[src/rtl/flt2int_seq.sv]
// rtl/flt2int_seq.sv - sequential half-precision float to sign-magnitude integer converter
//
// Reads a 16-bit half-precision operand from data memory as two bytes, aligns the
// mantissa with a one-bit-per-cycle shifter, rounds, and writes a 16-bit
// sign-magnitude result back as two bytes.
//
// Build option: define FLT2INT_ROUND_EN for round-to-nearest-even; otherwise the
// ROUND state truncates toward zero (the state is kept so latency is identical).
//
// Parameters:
//   IN_ADDR      operand address (high byte at IN_ADDR, low byte at IN_ADDR+1)
//   OUT_ADDR     result address  (high byte at OUT_ADDR, low byte at OUT_ADDR+1)
// Ports:
//   clk          clock, all state changes on the rising edge
//   reset        synchronous active-low reset
//   req          start request, accepted in IDLE and DONE
//   done         high in DONE until the next accepted request
//   mem_addr     data-memory address
//   mem_rd_data  combinational read data for mem_addr
//   mem_wr_en    write strobe (WR_HI and WR_LO only)
//   mem_wr_data  write data

module flt2int_seq #(
  parameter logic [7:0] IN_ADDR  = 8'd4,
  parameter logic [7:0] OUT_ADDR = 8'd6
) (
  input  logic       clk,
  input  logic       reset,
  input  logic       req,
  output logic       done,
  output logic [7:0] mem_addr,
  input  logic [7:0] mem_rd_data,
  output logic       mem_wr_en,
  output logic [7:0] mem_wr_data
);

  typedef enum logic [2:0] {
    IDLE,
    RD_HI,
    RD_LO,
    ALIGN,
    ROUND,
    WR_HI,
    WR_LO,
    DONE
  } state_t;

  state_t state;
  state_t state_next;

  // Operand high byte: sign, exponent and top two mantissa bits. The sign is
  // taken from here all the way to the final write.
  logic [7:0]  hi_byte;
  // Magnitude being aligned; 15 bits hold the largest finite result (0x7FF0).
  logic [14:0] mag;
  logic        guard;
  logic        sticky;
  logic [3:0]  shift_cnt;
  logic        shift_left;
  logic        is_zero;
  logic        is_sat;

  logic [4:0]  exp_w;
  logic [3:0]  n_w;
  logic        left_w;
  logic        hidden_w;
  logic [14:0] round_mag;
  logic [15:0] result;

  assign exp_w    = hi_byte[6:2];
  assign hidden_w = (exp_w != 5'd0);
  assign result   = {hi_byte[7], mag};

  // Shift count decode. value = {1,mant} * 2^(exp-25), so exp 25 needs no shift.
  // Right shifts are capped at 12: beyond that the 11-bit mantissa lies wholly
  // in the sticky bit and the guard bit is already zero, so the result is 0.
  always_comb begin
    n_w    = 4'd0;
    left_w = 1'b0;
    if (exp_w == 5'd0 || exp_w >= 5'd30 || exp_w == 5'd25) begin
      n_w = 4'd0;
    end else if (exp_w > 5'd25) begin
      n_w    = 4'(exp_w - 5'd25);
      left_w = 1'b1;
    end else if (exp_w <= 5'd13) begin
      n_w = 4'd12;
    end else begin
      n_w = 4'(5'd25 - exp_w);
    end
  end

  // Rounding. Incrementing cannot overflow 15 bits: right-shifted magnitudes
  // are at most 0x3FF, and left-shifted ones are exact (guard = sticky = 0).
  always_comb begin
    round_mag = mag;
    if (is_sat) begin
      round_mag = 15'h7FFF;
    end else if (is_zero) begin
      round_mag = 15'd0;
    end else begin
`ifdef FLT2INT_ROUND_EN
      round_mag = mag + 15'(guard & (sticky | mag[0]));
`else
      round_mag = mag;
`endif
    end
  end

  // Next state and Moore outputs.
  always_comb begin
    state_next  = state;
    done        = 1'b0;
    mem_addr    = 8'd0;
    mem_wr_en   = 1'b0;
    mem_wr_data = 8'd0;
    case (state)
      IDLE: begin
        if (req) state_next = RD_HI;
      end
      RD_HI: begin
        mem_addr   = IN_ADDR;
        state_next = RD_LO;
      end
      RD_LO: begin
        mem_addr   = IN_ADDR + 8'd1;
        state_next = (n_w != 4'd0) ? ALIGN : ROUND;
      end
      ALIGN: begin
        if (shift_cnt == 4'd1) state_next = ROUND;
      end
      ROUND: begin
        state_next = WR_HI;
      end
      WR_HI: begin
        mem_addr    = OUT_ADDR;
        mem_wr_en   = 1'b1;
        mem_wr_data = result[15:8];
        state_next  = WR_LO;
      end
      WR_LO: begin
        mem_addr    = OUT_ADDR + 8'd1;
        mem_wr_en   = 1'b1;
        mem_wr_data = result[7:0];
        state_next  = DONE;
      end
      DONE: begin
        done = 1'b1;
        if (req) state_next = RD_HI;
      end
      default: state_next = IDLE;
    endcase
  end

  // State register and datapath.
  always_ff @(posedge clk) begin
    if (!reset) begin
      state      <= IDLE;
      hi_byte    <= 8'd0;
      mag        <= 15'd0;
      guard      <= 1'b0;
      sticky     <= 1'b0;
      shift_cnt  <= 4'd0;
      shift_left <= 1'b0;
      is_zero    <= 1'b0;
      is_sat     <= 1'b0;
    end else begin
      state <= state_next;
      case (state)
        RD_HI: begin
          hi_byte <= mem_rd_data;
        end
        RD_LO: begin
          mag        <= {4'd0, hidden_w, hi_byte[1:0], mem_rd_data};
          guard      <= 1'b0;
          sticky     <= 1'b0;
          shift_cnt  <= n_w;
          shift_left <= left_w;
          is_zero    <= (exp_w == 5'd0);
          is_sat     <= (exp_w >= 5'd30);
        end
        ALIGN: begin
          if (shift_left) begin
            mag <= {mag[13:0], 1'b0};
          end else begin
            // Old guard folds into sticky; the bit shifted out becomes guard.
            mag    <= {1'b0, mag[14:1]};
            guard  <= mag[0];
            sticky <= sticky | guard;
          end
          shift_cnt <= shift_cnt - 4'd1;
        end
        ROUND: begin
          mag <= round_mag;
        end
        default: ;
      endcase
    end
  end

endmodule

[config.mk]
export PLATFORM = sky130hd
export DESIGN_NAME = flt2int_seq
export DESIGN_NICKNAME = d
export VERILOG_FILES = /design/src/rtl/flt2int_seq.sv
export SDC_FILE = /design/constraint.sdc
export NUM_CORES = 1
export LEC_CHECK = 0
export CORE_MARGIN = 10
export CORE_UTILIZATION = 55
export DETAILED_ROUTE_END_ITERATION = 12
export PLACE_DENSITY = 0.8
export SLEW_MARGIN = 20
export SYNTH_ARGS = -nofsm -noshare
export SYNTH_HDL_FRONTEND = slang
export SYNTH_SLANG_ARGS = --single-unit
[constraint.sdc]
create_clock -name clk -period 2.6 [get_ports clk]
set_input_delay 0.52 -clock clk [delete_from_list [all_inputs] [get_ports clk]]
set_output_delay 0.52 -clock clk [all_outputs]
set_load 0.02 [all_outputs]
==> impl_metrics.json <==
{
  "synth_area_leader_cell": "dfxtp_1",
  "remaining_drc_errors": 0,
  "rsz0062_at_grt": "no",
  "nets": 310,
  "n_antenna_cell": 0,
  "place_area_um2": 2440,
  "multi_input_area_um2": 1420,
  "clk_pin_slew_worst_paths_ns": 0.07,
  "via_per_inst": 6.09,
  "die_y_um": 83.0,
  "gp_congestion": 0.922,
  "grt_pass1_vias": 1920,
  "fmax_mhz": 404,
  "worst-setup-path-type": "reg2out",
  "layout_common_cells": "33 x dfxtp_1, 23 x nand2_1, 23 x nor2_1",
  "required_ns": 2.08,
  "setup-violations-final": 0,
  "clk_path_buf_depth": 2,
  "slew_viol_final": 0,
  "syn_area_um2": 2180,
  "grt_pass1_wl_mm": 9.10,
  "first_iter_violations": 181,
  "seqCellArea_um2": 661,
  "cts_buffers": 5,
  "period_minus_slack_ns": 2.47,
  "finalSetupTns_ns": 0,
  "syn-instance-count": 265,
  "drive_gt1_share_pct": 10.8,
  "clock_skew_ns": 0.00856,
  "antenna_found_initial": 0,
  "routedWlPerCell_um": 16.5,
  "ant_nets": 0,
  "grt_usage_pct": 15.1,
  "slew_headroom_pct": 46.8,
  "dp_hpwl_mm": 4.05,
  "cts_hold_buf": 0,
  "pre_cts_slack_ns": 0.237,
  "synth_flop_cell": "dfxtp_1",
  "root_buffer": "clkbuf_8",
  "max-cap-violations": 0,
  "grt_max_degree": 17,
  "cts.htree.levels": 2,
  "powerDensity_nw_per_um2": 961,
  "yosysSeqAreaShare_pct": 30.2,
  "grt_overflow_total": 0,
  "synth_top_area_share_pct": 30.2,
  "num_vias": 2041,
  "clk_latency_ns": 0.29,
  "arrival_ns": 1.95,
  "start_kind": "register",
  "whs_ns": 0.496,
  "finalPower_mw": 2.46,
  "fin_cells": 335,
  "routed_wl_mm": 5.54,
  "ir_drop_mv": 0.553,
  "postLayoutCellArea_um2": 2560,
  "final.fill_count": 326,
  "hold_violations": 0,
  "clock-sinks": 33,
  "portBuffers": 23,
  "async_flop_share_pct": 0,
  "path_max_fanout": 13,
  "fin_crit_sh_pct": 95.2,
  "ioPinCount": 29,
  "synthToLayoutAreaGrowth_pct": 17.1,
  "ys_seq_elements": 33,
  "dp.cells": 327,
  "dieArea_um2": 6890,
  "synth_area_per_cell_um2": 8.24,
  "cts_tree": "done",
  "initial_core_util_pct": 58.4,
  "p_leak_nw": 0.973,
  "synth_edf_count": 0,
  "final_common_cell": "dfxtp_1",
  "outcome": "finished clean",
  "endpoint_kind": "primary output",
  "tightest_slew_ns": 0.797,
  "fin_util_pct": 68.3,
  "firstDrtPassIters": 5,
  "fp.dieW_um": 83.0,
  "core_area_um2": 3740,
  "ys_warn_count": 0,
  "synth_area_leaders": "dfxtp_1 30%, ha_1 7.4%, mux2i_1 6.9%",
  "yosysUniqueCellTypes": 52,
  "worst_slack_ns": 0.126,
  "hp-class": "reg2reg",
  "rows": 22
}
==> metal layers <==
metal | GRT usage, % | share of wire, % | wire, µm
met5 | 0 | 0 | 0
met4 | 5.38 | 2.5 | 139
met3 | 4.10 | 5.0 | 278
met1 | 18.5 | 44 | 2470
met2 | 24.6 | 48 | 2660
==> synth_stat cells (all sizes together) (2+ instances only) <==
| master | n |
|---|---|
| a211oi | 2 |
| a21o | 2 |
| a21oi | 22 |
| a221oi | 6 |
| a22oi | 8 |
| a311oi | 2 |
| a31oi | 5 |
| and2 | 3 |
| buf | 11 |
| clkbuf | 9 |
| dfxtp | 33 |
| ha | 13 |
| inv | 11 |
| mux2 | 7 |
| mux2i | 15 |
| nand2 | 23 |
| nand2b | 5 |
| nand3 | 5 |
| nand3b | 2 |
| nor2 | 23 |
| nor2b | 10 |
| nor3 | 3 |
| nor4 | 3 |
| o2111ai | 3 |
| o21a | 3 |
| o21ai | 14 |
| o22ai | 2 |
| o32ai | 2 |
==> state kept, by name (all words and copies together) (netlist names) <==
signal	cells
mag	15
hi_byte	8
shift_cnt	4
state	3
is_sat	1
is_zero	1
shift_left	1
==> path summary, 6_finish.rpt <==
path	end	slack, ns	start	cells past startpoint
worst max-delay path	mem_wr_data[7]	0.13	state[0]	5
worst min-delay path	is_zero	0.50	is_zero	2
worst max register to register	mag[0]	0.47	state[0]	8
worst min register to register	is_zero	0.50	is_zero	2
==> cell families after synthesis <==
family	synth area share (%)
DFF	30.2
AOI/OAI and AO/OA	24.6
buffers and inverters	6.64
adders and majority gates	7.45
other	0.172
muxes	10.5
xor gates and xnor gates	0.802
and+or+nand+nor	19.6
==> cell type report <==
type                    count  area share, %
clock buffers               5           2.69
repair buffers             30           11.2
inverters                  11           1.61
clock inverters             3          0.881
flip-flops and latches     33           25.8
well taps                  48           2.35
multi-input cells         205           55.5
==> power by group <==
part | internal (mW) | switching [mW]
combinational | 0.535 | 0.695
clock | 0.188 | 0.211
sequential | 0.653 | 0.177
total | 1.38 | 1.08
==> worst max-delay path, stage by stage, from the launching register on <==
cell and delay [ns]:
dfxtp_1 0.36, inv_1 0.17, ha_4 0.25, a22oi_1 0.13, nor2b_1 0.14, clkdlybuf4s50_1 0.62
==> repair_timing <==
item	4_1_cts	5_1_grt
gates resized for setup	2	3
buffers inserted	0	0
endpoints found under the setup margin	9	8
pin swaps	0	0
Power figures use the tool's default switching activity.
